File: src/rtl/midi_uart_tx.sv
// midi_uart_tx: UART/MIDI serial transmitter with an input byte FIFO.
// Frames are start, LSB-first data, optional parity, stop bits; queued frames go out back-to-back.
`default_nettype none

module midi_uart_tx #(
  parameter int CLK_FREQ   = 50_000_000,
  parameter int BAUD_RATE  = 38400,
  parameter int DATA_BITS  = 8,
  parameter int PARITY     = 0,
  parameter int STOP_BITS  = 1,
  parameter int FIFO_DEPTH = 4
) (
  input  logic                          clk,
  input  logic                          reset_n,
  input  logic                          wr_en,
  input  logic [DATA_BITS-1:0]          wr_data,
  output logic                          full,
  output logic [$clog2(FIFO_DEPTH):0]   level,
  output logic                          overflow,
  output logic                          busy,
  output logic                          tx
);

  localparam int CLKS_PER_BIT = (CLK_FREQ + BAUD_RATE / 2) / BAUD_RATE;
  localparam int CW = (CLKS_PER_BIT > 1) ? $clog2(CLKS_PER_BIT) : 1;
  localparam int AW = $clog2(FIFO_DEPTH);
  localparam int IW = $clog2(DATA_BITS + 1);

  localparam logic [CW-1:0] LAST_CNT  = CW'(CLKS_PER_BIT - 1);
  localparam logic [IW-1:0] LAST_DATA = IW'(DATA_BITS - 1);
  localparam logic [IW-1:0] LAST_STOP = IW'(STOP_BITS - 1);
  localparam logic [AW:0]   DEPTH     = (AW + 1)'(FIFO_DEPTH);
  localparam logic          ODD       = (PARITY == 2);

  typedef enum logic [2:0] {
    S_IDLE   = 3'd0,
    S_START  = 3'd1,
    S_DATA   = 3'd2,
    S_PARITY = 3'd3,
    S_STOP   = 3'd4
  } state_t;

  state_t                 state_q, state_d;
  logic [CW-1:0]          cnt_q, cnt_d;
  logic [IW-1:0]          idx_q, idx_d;
  logic [DATA_BITS-1:0]   shift_q, shift_d;
  logic                   par_q, par_d;
  logic                   tx_q, tx_d;

  logic [DATA_BITS-1:0]   mem [FIFO_DEPTH];
  logic [AW-1:0]          wr_ptr_q, rd_ptr_q;
  logic [AW:0]            level_q, level_d;

  logic                   bit_end;
  logic                   empty;
  logic                   push;
  logic                   pop;
  logic [DATA_BITS-1:0]   head;

  assign bit_end  = (cnt_q == LAST_CNT);
  assign empty    = (level_q == '0);
  assign full     = (level_q == DEPTH);
  assign push     = wr_en && !full;
  assign overflow = wr_en && full;
  assign head     = mem[rd_ptr_q];

  assign level = level_q;
  assign busy  = (state_q != S_IDLE) || !empty;
  assign tx    = tx_q;

  always_comb begin
    state_d = state_q;
    cnt_d   = bit_end ? '0 : cnt_q + CW'(1);
    idx_d   = idx_q;
    shift_d = shift_q;
    par_d   = par_q;
    pop     = 1'b0;
    tx_d    = 1'b1;

    // tx_d reflects the current state, so the line trails the state by one cycle
    case (state_q)
      S_IDLE: begin
        cnt_d = '0;
        if (!empty) begin
          pop     = 1'b1;
          state_d = S_START;
        end
      end
      S_START: begin
        tx_d = 1'b0;
        if (bit_end) begin
          state_d = S_DATA;
          idx_d   = '0;
        end
      end
      S_DATA: begin
        tx_d = shift_q[0];
        if (bit_end) begin
          shift_d = shift_q >> 1;
          if (idx_q == LAST_DATA) begin
            idx_d   = '0;
            state_d = (PARITY != 0) ? S_PARITY : S_STOP;
          end else begin
            idx_d = idx_q + IW'(1);
          end
        end
      end
      S_PARITY: begin
        tx_d = par_q;
        if (bit_end) state_d = S_STOP;
      end
      S_STOP: begin
        tx_d = 1'b1;
        if (bit_end) begin
          if (idx_q == LAST_STOP) begin
            idx_d = '0;
            if (!empty) begin
              pop     = 1'b1;
              state_d = S_START;
            end else begin
              state_d = S_IDLE;
            end
          end else begin
            idx_d = idx_q + IW'(1);
          end
        end
      end
      default: state_d = S_IDLE;
    endcase

    if (pop) begin
      shift_d = head;
      par_d   = (^head) ^ ODD;
    end
  end

  always_comb begin
    level_d = level_q;
    case ({push, pop})
      2'b10:   level_d = level_q + (AW + 1)'(1);
      2'b01:   level_d = level_q - (AW + 1)'(1);
      default: level_d = level_q;
    endcase
  end

  always_ff @(posedge clk or negedge reset_n) begin
    if (!reset_n) begin
      state_q  <= S_IDLE;
      cnt_q    <= '0;
      idx_q    <= '0;
      shift_q  <= '0;
      par_q    <= 1'b0;
      tx_q     <= 1'b1;
      wr_ptr_q <= '0;
      rd_ptr_q <= '0;
      level_q  <= '0;
    end else begin
      state_q <= state_d;
      cnt_q   <= cnt_d;
      idx_q   <= idx_d;
      shift_q <= shift_d;
      par_q   <= par_d;
      tx_q    <= tx_d;
      level_q <= level_d;
      if (push) wr_ptr_q <= wr_ptr_q + AW'(1);
      if (pop)  rd_ptr_q <= rd_ptr_q + AW'(1);
    end
  end

  always_ff @(posedge clk) begin
    if (push) mem[wr_ptr_q] <= wr_data;
  end

endmodule

`default_nettype wire

File: config.mk
export PLATFORM = sky130hd
export DESIGN_NAME = midi_uart_tx
export DESIGN_NICKNAME = d
export VERILOG_FILES = /design/src/rtl/midi_uart_tx.sv
export SDC_FILE = /design/constraint.sdc
export NUM_CORES = 1
export LEC_CHECK = 0
export ABC_AREA = 1
export CORE_ASPECT_RATIO = 0.75
export CORE_MARGIN = 10
export CORE_UTILIZATION = 59
export CTS_CLUSTER_DIAMETER = 60
export DETAILED_ROUTE_END_ITERATION = 7
export HOLD_SLACK_MARGIN = 0.05
export MAX_ROUTING_LAYER = met4
export PLACE_DENSITY = 0.79
export REMOVE_ABC_BUFFERS = 1
export SYNTH_ARGS = -nofsm -noshare
export SYNTH_HDL_FRONTEND = slang
export SYNTH_SLANG_ARGS = --single-unit
export TNS_END_PERCENT = 10
File: constraint.sdc
create_clock -name clk -period 2.93 [get_ports clk]
set_clock_uncertainty 0.15 [all_clocks]
set_input_delay 0.586 -clock clk [delete_from_list [all_inputs] [get_ports clk]]
set_output_delay 0.586 -clock clk [all_outputs]
set_load 0.03 [all_outputs]
==> key figures, run 1 <==
Finish
  – Share of cells above drive strength 1: 8.70%
  – Final core utilization: 71.0%
  – Layout net count: 430
  – Area grow syn2layout: 15.2%
  – Fin area: between 0.003 and 0.004 sq mm
  – Antenna cell count: 0
  – Filler cells: 423
  – Finished Layout Cells: between 400 and 500

Power and ir drop
  – Total power: 2.53 mW
  – PD cells: 663 mW/mm^2
  – Leak pwr: 1.78 nW
  – Max VDD drop: 535 uV

Logic synthesis
  – Top cell type's share of synthesized area: between 20% and 30%
  – Primary FF master, synth: dfrtp_1
  – Synth Register Bits: between 60 and 70
  – Gate count after technology mapping: 380
  – Post-synth EDFFs: 32
  – Post-synth top area cell: edfxtp_1
  – Top cells by count, synth: nand2_1 (138), inv_1 (36), dfrtp_1 (34), nand3_1 (34), edfxtp_1 (32)
  – Largest cells by area after synthesis: edfxtp_1 (29%), dfrtp_1 (26%), nand2_1 (16%)
  – Yosys warning count: 0
  – Avg Cell Area, Syn: 8.73 sq um
  – Fraction of registers with async set/reset: 52.2%
  – Most frequent cell after synthesis: nand2_1
  – Yosys cell types: 28
  – Seq/Total Area, Yosys: a little under three fifths
  – Cell area after synthesis: approximately 0.0033 sq mm

Timing
  – Max Slew Vio Count: 0
  – PnR worst setup slack: 149 ps
  – Hold Slack: 340 ps
  – Final Hold Vio Count: 0
  – Endpoints failing setup: 0
  – RSZ-0062 raised after global routing: no
  – Fin Setup TNS: 0 ps
  – Ratio of final minimum period to clock period: 94.9%
  – Worst-Margin Slew: 503 ps
  – Fmax achieved: 360 MHz
  – Tmin final: 2780 ps
  – Max_slew headroom: between 60% and 70%

GRT
  – Tot GR Track Use: 16.0%
  – Vias in the first global route: about 2.5k
  – Total grt overflow: 0
  – First-pass GRT wire length: ~11000 microns
  – Largest net degree at the start of global routing: 36
  – Initial antenna violation count: 0

Place
  – Routability cong.: 0.815
  – Port bufs: 17
  – Pre-CTS setup slack: about 310 ps
  – Placed Area: 0.00360 sq mm
  – DP HPWL: 4550 microns
  – Cells after DPL: 473

Routing
  – Overall routed net length: around 6400 microns
  – Vias: 2502
  – Pre-Repair DR Iteration Count: 4
  – Via density: 5.12
  – Routed wire length per instance: approximately 13 microns
  – Routed metal-1 wirelength: 3100 microns
  – Met2 wire length: 2910 microns
  – Remaining DRCs: 0
  – WL met3: approximately 300 microns
  – Max layer used: met4
  – DRT iter0 DRCs: 158
  – Post-detailed-route count of antenna-violating nets: 0

Critical path
  – Crit end category: primary output
  – CP max FO: 5
  – CP Data Arrival Time: just over 2000 ps
  – CP required: 2190 ps
  – Critical path class: reg2out
  – CP Launch Type: flip-flop

Die
  – # IOs: 18
  – Starting Density: 61.7%
  – Die Footprint: around 0.0091 sq mm
  – Site Rows: 23
  – Core Footprint: 0.00538 sq mm
  – Die X: 107 microns
  – Die H: 84.9 microns

CTS
  – CTS resizes: 0
  – Bufs on Longest Clock Path: 2
  – Total CTS buffers: 9
  – Reg clk slew, reported paths: 80 ps
  – Clk Latency, worst-skew pair: 360 ps
  – Clock sink total: 67
  – CTS tree: yes
  – CTS root buf: clkbuf_8
  – Hold_buf cts: 0
  – H-tree levels: 3
  – Post-CTS Setup Bufs: 0

Status
  – Status: complete, no violations

Min path
  – Hold Path Class: reg2reg

Flow run
  – Max cap viols: 0
-- cell families after synthesis --
logic type	share of synthesized area (%)
xor gates and xnor gates	2.38
DFF	55.4
adders and majority gates	4.00
AOI/OAI and AO/OA	4.15
and+or+nand+nor	27.9
buffers and inverters	6.15
-- per-layer routing --
metal / vias up / global-route usage (%)
li1: 1277 / -
met1: 1166 / 19.2
met2: 45 / 24.4
met3: 14 / 4.98
met4: 0 / 6.75
met5: - / -
-- report_power, final --
| group | internal, mW | switching (mW) | total (mW) |
|---|---|---|---|
| clock | 0.484 | 0.374 | 0.858 |
| sequential | 1.12 | 0.0599 | 1.18 |
| combinational | 0.183 | 0.313 | 0.496 |
-- flip-flops by register name (all words and copies together), names as in the netlist --
name      count
rd_ptr_q      2
state_q       3
cnt_q        11
idx_q         4
wr_ptr_q      2
par_q         1
shift_q       8
level         3
tx            1
mem          32
-- worst max-delay path, cell delays in order (launching register included) --
cell,delay [ps]
dfrtp_1,440
nor3_1,470
nand2_1,160
clkdlybuf4s50_1,620
-- cells in the final DEF, fill, tap and decap left out, types with 2 or more instances in the layout --
cell             synthesis  layout
a21oi_1                  8       8
o21ai_1                  4       4
ha_1                     9       9
inv_6                    0       2
clkbuf_8                 0       9
o21ai_0                  5       5
nor3_1                   8       8
bufinv_16                0       2
nor3b_1                  4       4
xor2_1                   7       7
inv_2                    6       6
nand3_1                 34      34
nor2_2                   2       2
inv_1                   36      36
dfrtp_1                 34      34
nor2_1                  29      29
buf_4                    0       7
a31oi_1                  6       6
nand2_1                138     138
edfxtp_1                32      32
a22oi_1                  2       2
clkdlybuf4s50_1          0      17
xnor2_1                  2       2
-- worst paths after layout --
kind	end	from	slack [ps]	depth (start not counted)
max in group asynchronous	tx$_DFF_PN1_	reset_n	1800	2
worst max register to register	level[2]$_DFFE_PN0P_	cnt_q[1]$_DFF_PN0_	480	15
min in group asynchronous	idx_q[1]$_DFFE_PN0P_	reset_n	490	2
worst min-delay path	par_q$_DFFE_PN0N_	par_q$_DFFE_PN0N_	340	2
worst max-delay path	busy	level[1]$_DFFE_PN0P_	150	3
worst min register to register	par_q$_DFFE_PN0N_	par_q$_DFFE_PN0N_	340	2
-- cell type report --
class	instances	area (sq um)	share of cell area [%]
sequential	67	1840	48.1
multi-input combinational	263	1280	33.4
timing repair buffer	24	223	5.83
inverter	44	168	4.39
clock buffer	9	124	3.24
clock inverter	7	98.8	2.59
tap	75	93.8	2.46
Note: power is estimated with default switching activity, not from simulation.
==> inputs of run 2 (changes only) <==
Settings changed: CELL_PAD_IN_SITES_DETAIL_PLACEMENT from default to 1, CELL_PAD_IN_SITES_GLOBAL_PLACEMENT from default to 2, CORE_UTILIZATION 59 to 37, PLACE_DENSITY 0.79 to default, PLACE_DENSITY_LB_ADDON from default to 0.1.
==> run 2 against run 1 <==
Hold slack lost 150 ps. First-iteration DRC count shrank 15%. Register-to-register slack is essentially flat. Critical path depth is the same. Critical path type unchanged. Critical endpoint unchanged. Highest routed layer unchanged.
==> key figures, run 2 (synthesis gave the netlist of run 1 again) <==
Status
  – Status: complete, no violations

Critical path
  – CP Depth: 3 (unchanged)
  – Crit path cell chain: nor3_1 > nand2_1 > clkdlybuf4s50_1
  – CP required: 2190 ps (about the same)
  – CP max FO: 5 (unchanged)
  – CP Launch Type: flip-flop
  – Crit end category: primary output
  – CP max stage delay: 620 ps (about the same)
  – Critical path class: reg2out
  – CP Data Arrival Time: 2060 ps (+20 ps)
  – Worst Reg-to-Reg Cells: 15 (unchanged)
  – CP Buf/Inv Count: 1 (unchanged)
  – Family with the most delay on the worst path: simple AND/OR/NAND/NOR gates
  – Slowest CP cell: clkdlybuf4s50_1

Die
  – Die H: 102 microns (+20%)
  – Die Footprint: 0.0132 sq mm (+46%)
  – Core Footprint: 0.00860 sq mm (+60%)
  – # IOs: 18 (unchanged)
  – Die X: 129 microns (+21%)
  – Starting Density: 38.6% (-23 points)
  – Site Rows: 29 (+26%)

Flow run
  – Max cap viols: 0 (unchanged)

Finish
  – Layout net count: 429 (-0.23%)
  – Final core utilization: 46.5% (-25 points)
  – Area grow syn2layout: 20.5%
  – Antenna cell count: 0 (unchanged)
  – Largest regs: mem (32), cnt_q (11), shift_q (8)
  – Biggest register: mem
  – Share of cells above drive strength 1: 8.72% (+0.021 points)
  – Fin area: 0.00400 sq mm (+4.6%)
  – Most frequent cells in the layout: nand2_1 (138), inv_1 (36), nand3_1 (34), dfrtp_1 (34), edfxtp_1 (32)
  – Most common cell after layout, fill and taps aside: nand2_1
  – Number of flip-flops under the largest register name: 32 (unchanged)

Timing
  – Worst-Margin Slew: 801 ps (+298 ps)
  – RSZ-0062 raised after global routing: no
  – Max Slew Vio Count: 0 (unchanged)
  – Tmin final: 2790 ps (+13.7 ps)
  – Fin Setup TNS: 0 ps (unchanged)
  – Ratio of final minimum period to clock period: 95.4% (+0.47 points)
  – Final Hold Vio Count: 0 (unchanged)
  – Max_slew headroom: 46.6% (-20 points)
  – Endpoints failing setup: 0 (unchanged)
  – Fmax achieved: 358 MHz (-0.49%)
  – Hold Slack: 186 ps (-154 ps)

CTS
  – Reg clk slew, reported paths: 60 ps (-20 ps)
  – CTS tree: yes
  – Total CTS buffers: 9 (unchanged)
  – Bufs on Longest Clock Path: 2 (unchanged)
  – Post-CTS Setup Bufs: 0 (unchanged)
  – H-tree levels: 3 (unchanged)
  – Hold_buf cts: 0 (unchanged)
  – Clk Latency, worst-skew pair: 330 ps (-30 ps)
  – Clock sink total: 67 (unchanged)
  – CTS root buf: clkbuf_16
  – CTS resizes: 0 (unchanged)

Place
  – DP HPWL: 5480 microns (+20%)
  – Port bufs: 17 (unchanged)
  – Placed Area: 0.00363 sq mm (+0.80%)
  – Routability cong.: 0.720 (-12%)

GRT
  – Total grt overflow: 0 (unchanged)
  – Largest net degree at the start of global routing: 36 (unchanged)
  – Tot GR Track Use: 13.1% (-2.9 points)
  – Met2 global-route usage: 18.6% (-5.8 points)
  – Met1 usage: 16.7% (-2.5 points)
  – Vias in the first global route: 2643 (+6.5%)
  – Initial antenna violation count: 0 (unchanged)
  – First-pass GRT wire length: 12900 microns (+14%)
  – GR peak layer: met2
  – Met3 Usage GRT: 4.40% (-0.59 points)

Power and ir drop
  – Clock share of power: 44.1% (+10 points)
  – Int Pwr: 2.23 mW (+25%)
  – Leak pwr: 1.85 nW (+3.7%)
  – Comb power frac: 16.7% (-2.9 points)
  – PD cells: 754 mW/mm^2 (+14%)
  – Sequential Power Share: 39.2% (-7.3 points)
  – Net switching power: 0.789 mW (+5.6%)
  – Max VDD drop: 438 uV (-18%)
  – Switching Fraction: 26.2% (-3.3 points)
  – Total power: 3.02 mW (+19%)

Routing
  – Via density: 4.87 (-4.8%)
  – Pre-Repair DR Iteration Count: 4 (unchanged)
  – Post-detailed-route count of antenna-violating nets: 0 (unchanged)
  – DRT iter0 DRCs: 134 (-15%)
  – Remaining DRCs: 0 (unchanged)
  – Overall routed net length: 7540 microns (+18%)
  – Routed wire length per instance: 14.5 microns (+10%)
  – Vias: 2537 (+1.4%)

Min path
  – Hold Path Class: in2async
==> run 2: cell count changes in the layout (fill, tap and decap cells not counted), sizes merged <==
cell,change
clkdlybuf4s50,-1
clkinv,-1
bufinv,+2
clkinvlp,-1
==> run 2: power by group through the flow <==
| stage | logic (mW) | registers [mW] | clock network [mW] |
|---|---|---|---|
| finish | 0.505 | 1.18 | 1.33 |
| global route | 0.580 | 1.19 | 1.41 |
| global placement | 0.499 | 1.19 | 0 |
| detailed placement | 0.512 | 1.20 | 0 |
| floorplan | 0.272 | 1.23 | 0 |
| CTS | 0.517 | 1.18 | 1.36 |
==> run 2: worst register-to-register path, delay by kind of cell, from the launching register on <==
kind | cells | cell delay [ps]
buf+inv | 3 | 250
xor+xnor | 1 | 140
fa+ha+maj | 3 | 670
simple gates | 8 | 770
flops | 1 | 400
==> run 2: area by class of cell <==
type / instances / area [sq um]
Clock buffer: 9 / 225
Multi-Input combinational cell: 263 / 1280
Clock inverter: 7 / 146
Inverter: 44 / 168
Timing Repair Buffer: 23 / 210
Sequential cell: 67 / 1840
Tap cell: 108 / 135
Fill cell: 994 / 4600
==> run 2: per-stage QoR <==
step / setup WS [ps] / instances
4_1_cts: 115 / 521
2_1_floorplan: 94.9 / 374
5_1_grt: 16.0 / 521
3_3_place_gp: 314 / 505
3_5_place_dp: 315 / 505
6_report: 135 / 521
==> run 2: final timing paths <==
| check | from | endpoint | slack, ps |
|---|---|---|---|
| max | level[1]$_DFFE_PN0P_ | busy | 140 |
| min | reset_n | idx_q[0]$_DFFE_PN0P_ | 190 |
| max reg2reg | cnt_q[1]$_DFF_PN0_ | level[2]$_DFFE_PN0P_ | 480 |
| min reg2reg | cnt_q[0]$_DFF_PN0_ | cnt_q[0]$_DFF_PN0_ | 340 |
| max in group asynchronous | reset_n | cnt_q[9]$_DFF_PN0_ | 1930 |
| min in group clk | cnt_q[0]$_DFF_PN0_ | cnt_q[0]$_DFF_PN0_ | 340 |
==> run 2: routing by layer <==
| layer | vias up | share of wire (%) |
|---|---|---|
| li1 | 1276 | - |
| met1 | 1222 | 51 |
| met4 | 0 | 1.3 |
| met3 | 9 | 3.7 |
| met5 | - | 0 |
| met2 | 30 | 44 |
